### src/rtl/sm3_res_otpt.sv
// SM3 digest output stage: buffers up to two 256-bit digests from the compression
// core and streams each one MSB word first over a valid/ready interface.
module sm3_res_otpt #(
   parameter int OTPT_DW = 32
) (
   input  logic               clk,
   input  logic               rst_n,
   input  logic [255:0]       cmprss_inpt_res_i,
   input  logic               cmprss_inpt_vld_i,
   output logic [OTPT_DW-1:0] res_otpt_d_o,
   output logic               res_otpt_vld_o,
   output logic               res_otpt_lst_o,
   input  logic               res_otpt_rdy_i,
   output logic               res_buf_ful_o,
   output logic               res_ovfl_o,
   input  logic               res_ovfl_clr_i
);

   localparam int WRD_NUM = 256 / OTPT_DW;
   localparam int WCW = $clog2(WRD_NUM);
   localparam logic [WCW-1:0] LAST_WRD = WCW'(WRD_NUM - 1);

   typedef enum logic {IDLE, SEND} state_t;

   state_t           state;
   state_t           next_state;
   logic [255:0]     res_buf [2];
   logic             wr_ptr;
   logic             rd_ptr;
   logic [1:0]       cnt;
   logic [WCW-1:0]   wrd_cnt;
   logic [255:0]     head;
   logic [255:0]     shifted;
   logic             accept;
   logic             last_acc;
   logic             slot_free;
   logic             capture;
   logic             drop;

   assign accept    = res_otpt_vld_o && res_otpt_rdy_i;
   assign last_acc  = accept && (wrd_cnt == LAST_WRD);
   // A full buffer can still take a digest if the head entry retires this cycle.
   assign slot_free = (cnt != 2'd2) || last_acc;
   assign capture   = cmprss_inpt_vld_i && slot_free;
   assign drop      = cmprss_inpt_vld_i && !slot_free;

   always_ff @(posedge clk or negedge rst_n) begin
      if (!rst_n) state <= IDLE;
      else        state <= next_state;
   end

   always_comb begin
      next_state = state;
      case (state)
         IDLE: if (capture) next_state = SEND;
         SEND: if (last_acc && !capture && (cnt == 2'd1)) next_state = IDLE;
         default: next_state = IDLE;
      endcase
   end

   always_comb begin
      res_otpt_vld_o = (state == SEND);
      res_otpt_lst_o = res_otpt_vld_o && (wrd_cnt == LAST_WRD);
      res_buf_ful_o  = (cnt == 2'd2);
   end

   assign head         = res_buf[rd_ptr];
   assign shifted      = head << (wrd_cnt * OTPT_DW);
   assign res_otpt_d_o = shifted[255 -: OTPT_DW];

   always_ff @(posedge clk or negedge rst_n) begin
      if (!rst_n) begin
         res_buf[0] <= '0;
         res_buf[1] <= '0;
         wr_ptr     <= 1'b0;
      end else if (capture) begin
         res_buf[wr_ptr] <= cmprss_inpt_res_i;
         wr_ptr          <= ~wr_ptr;
      end
   end

   always_ff @(posedge clk or negedge rst_n) begin
      if (!rst_n) begin
         rd_ptr  <= 1'b0;
         wrd_cnt <= '0;
      end else if (accept) begin
         if (wrd_cnt == LAST_WRD) begin
            wrd_cnt <= '0;
            rd_ptr  <= ~rd_ptr;
         end else begin
            wrd_cnt <= wrd_cnt + WCW'(1);
         end
      end
   end

   always_ff @(posedge clk or negedge rst_n) begin
      if (!rst_n) begin
         cnt <= 2'd0;
      end else begin
         case ({capture, last_acc})
            2'b10:   cnt <= cnt + 2'd1;
            2'b01:   cnt <= cnt - 2'd1;
            default: cnt <= cnt;
         endcase
      end
   end

   // A drop in the same cycle as a clear must leave the flag set.
   always_ff @(posedge clk or negedge rst_n) begin
      if (!rst_n)              res_ovfl_o <= 1'b0;
      else if (drop)           res_ovfl_o <= 1'b1;
      else if (res_ovfl_clr_i) res_ovfl_o <= 1'b0;
   end

endmodule

### config.mk
export PLATFORM = sky130hd
export DESIGN_NAME = sm3_res_otpt
export DESIGN_NICKNAME = d
export VERILOG_FILES = /design/src/rtl/sm3_res_otpt.sv
export SDC_FILE = /design/constraint.sdc
export NUM_CORES = 1
export LEC_CHECK = 0
export CAP_MARGIN = 20
export CORE_MARGIN = 2
export CORE_UTILIZATION = 30
export CTS_CLUSTER_DIAMETER = 100
export DETAILED_ROUTE_END_ITERATION = 10
export DONT_BUFFER_PORTS = 1
export SLEW_MARGIN = 20
export SYNTH_ARGS = -nofsm -noshare
export SYNTH_HDL_FRONTEND = slang
export SYNTH_SLANG_ARGS = --single-unit
export TNS_END_PERCENT = 5
### constraint.sdc
create_clock -name clk -period 2.2 [get_ports clk]
set_input_delay 0.44 -clock clk [delete_from_list [all_inputs] [get_ports clk]]
set_output_delay 0.44 -clock clk [all_outputs]
set_load 0.1 [all_outputs]
==> impl_metrics.toml, run 1 <==
[min_path]
hold_class = "in -> async"

[clocking]
cts_buffer_depth = 3
cts_tree = "done"
h-tree-depth = 2
root_buffer = "clkbuf_16"
clk_pin_slew_ns = 0.06
clk_latency_ns = 0.62
cts_hold_buf = 258
cts_inserted_buffers = 60
cts_sinks = 521

[layout]
post-route-util_pct = 40.9
multiInputGateArea_mm2 = 0.0101
area_growth_pct = 35.8
regArea_mm2 = 0.0130
drive_gt1_share_pct = 54.8
fillCellCount = 7022
finish.net_count = 2032
final_area_mm2 = 0.0315

[worst_setup_path]
cp_max_fo = 10
r2r-start = "wrd_cnt[0]"
crit_required_ns = 1.76
cp_slowest_stage_delay_ns = 0.50
crit_chain = "buf_12, buf_12, mux4_2, a22oi_2, buf_6, nand2_4, buf_12"
path_common_cell = "buf_12"
startpoint_type = "flop"
slowest_stage = "mux4_2"
arrival_ns = 2.60
endpoint_kind = "primary output"
path_class = "reg -> out"
cp-startpoint = "rd_ptr"

[detailed_routing]
drc = 0
drtIter0Drc = 711
wl_per_cell_um = 22.1
vias = 13800
firstDrtPassIters = 4
drt-total-wl_mm = 63.3
drtAntennaViolNets = 0
viasPerCell = 4.83

[power_and_ir_drop]
pwr-share-comb_pct = 53.4
seqPwrFrac_pct = 28.4
p_int_mw = 37.5
p_leak_nw = 12.8
p_switching_mw = 22.5
p_total_mw = 60.1
peakVddDrop_v = 0.00124
swShare_pct = 37.5
clkPwrFrac_pct = 18.3
p_per_area_mw_per_mm2 = 1900

[placement]
port_buffers = 0
place_hpwl_mm = 43.8
gp_congestion = 0.757
placed_area_mm2 = 0.0260

[yosys]
yosys.area.top_type = "dfrtp_1"
synth-simple-area-share_pct = 0.711
synthMuxAreaShare_pct = 37.4
syn_area_per_cell_um2 = 16.7
ys_types = 24
synth_top_family_by_area = "multiplexers"
synthAdderAreaFrac_pct = 0.269
ys_ff_latch = 521
ys_seq_area_share_pct = 56.1
synth_nets = 1656
post_synth_instance_area_mm2 = 0.0232
synth.area.top_cells = "dfrtp_1, mux2_2, mux4_2"
synthXorXnorAreaFrac_pct = 0.151
synth_compound_area_share_pct = 2.31
synth_top_area_share_pct = 56.1
ys_warn_count = 0
synthCells = 1390

[timing]
timing.final.crit_share_pct = 138
hold_violations = 261
tns_ns = -24.91
hold_slack_ns = -0.475
relSlewSlack_pct = -91.6
setup_violations = 33
period_minus_slack_ns = 3.04
worst_pin_slew_ns = 2.87
layout_setup_ws_ns = -0.840
maxSlewViolCount = 360
rsz0062_at_grt = "yes"
finalClockSkew_ns = 0.0300
fmaxAchievable_mhz = 329

[floorplanning]
num_rows = 102
die_y_um = 282
die_w_um = 282
initial_core_util_pct = 30.1
die_area_mm2 = 0.0796
coreArea_mm2 = 0.0771
io_pins = 297

[global_routing]
first_global_vias = 15200
antenna_found_initial = 25
grt_overflow = 0
grt_pass1_wl_mm = 95.3
gr-usage-all-layers_pct = 15.8
grt_max_degree = 522

[outcome]
status = "finished, violations left"
violations = "hold timing, slew limit, setup timing"

[job]
max_cap_violations = 0
[timing repair]
item	CTS	global route
pin swaps	15	12
endpoints found under the hold margin	1035	521
setup buffers	5	4
cloned	1	1
gates resized for setup	65	76
setup endpoints to repair	534	376
[layout by cell type, fill, tap and decap left out, types with 2 or more instances in the layout]
cell           Yosys  final
a22oi_1           64     15
a22oi_2            0     49
buf_12             0     72
buf_16             0      4
buf_4             28     50
buf_6             24     24
buf_8              0      4
bufinv_16          0     13
clkbuf_1          21     11
clkbuf_16          0     62
clkbuf_8           0     10
clkinv_2           0      8
clkinv_4           0      3
clkinvlp_4         0      4
dfrtp_1          521    518
dfrtp_4            0      2
diode_2            0     14
dlygate4sd3_1      0    258
ha_1               5      2
ha_4               0      3
inv_1              6      5
mux2_2           515    485
mux2_4             0     30
mux4_2           128    128
nand2_1           34      2
nand2_2            0     20
nand2_4            0     12
nor2b_4            0      2
o21ai_0            2      2
xnor2_1            3      3
[worst max-delay path, delay by kind of cell, from the launching register on]
family	cells	cell delay [ns]
AOI/OAI and AO/OA	1	0.32
buffers and inverters	4	0.64
DFF	1	0.47
and+or+nand+nor	1	0.05
muxes	1	0.50
[Yosys cell counts]
library cell / number
dfrtp_1: 521
mux2_2: 515
mux4_2: 128
a22oi_1: 64
nand2_1: 34
buf_4: 28
buf_6: 24
clkbuf_1: 21
buf_2: 19
buf_1: 7
inv_1: 6
ha_1: 5
xnor2_1: 3
and2_1: 2
nor2_1: 2
nor2b_1: 2
o21ai_0: 2
a211oi_2: 1
a21oi_1: 1
a31oi_1: 1
nand3_1: 1
o211ai_2: 1
o32ai_1: 1
xor2_1: 1
[cell type report]
cell class                 count  area share [%]
clock inverter                29            1.57
timing repair buffer         413            15.4
sequential                   521            41.4
clock buffer                  82            5.41
tap                         1040            4.13
multi-input combinational    764            31.9
inverter                       6          0.0793
antenna                       14           0.111
[logic make-up after synthesis]
group | count (synthesis)
buffers and inverters | 105
AO/OA/AOI/OAI | 71
AND/OR/NAND/NOR | 41
flip-flops | 521
XOR/XNOR | 4
adder cells (fa/ha/maj) | 5
multiplexers | 643
[final timing paths]
path / depth (start not counted) / end / slack [ns]
worst max-delay path: 7 / res_otpt_d_o[6] / -0.84
worst min-delay path: 0 / res_buf[477] / -0.48
worst max register to register: 8 / res_buf[97] / 0
worst min register to register: 1 / res_buf[76] / 0.50
max in group asynchronous: 0 / res_buf[510] / 0.42
min in group clk: 2 / rd_ptr / 0.10
[sequential cells by signal, indices dropped and copies added (netlist names)]
name	cells
rd_ptr	1
wr_ptr	1
res_buf	512
wrd_cnt	3
res_otpt_vld_o	1
cnt	2
res_ovfl_o	1
[routing by layer]
layer	global-route usage (%)	share of wire [%]	vias to the layer above
met5	0	0.22	-
li1	-	-	6027
met1	21.5	45	7396
met4	3.50	1.8	20
met3	4.86	6.3	100
met2	24.7	46	303
[metrics by stage]
stage                     cells  setup slack, ns
after global routing       2869           -0.947
after CTS                  2852           -0.926
after detailed placement   2477           -0.337
final                      2869           -0.840
after floorplan            1390           -0.127
after global placement     2477           -0.358
[power groups by stage]
stage / clock [mW] / combinational [mW] / sequential [mW]
6_report: 11.0 / 32.0 / 17.0
5_1_grt: 11.7 / 33.7 / 17.6
4_1_cts: 11.3 / 31.5 / 17.0
3_5_place_dp: 0 / 29.9 / 17.1
3_3_place_gp: 0 / 29.5 / 16.7
2_1_floorplan: 0 / 20.1 / 16.2
Note: power is estimated with default switching activity, not from simulation.
==> inputs of run 2 (changes only) <==
- SLEW_MARGIN: 20 -> not set
==> results of run 2 <==
The final DEF is identical to that of run 1; final timing and power are the same.
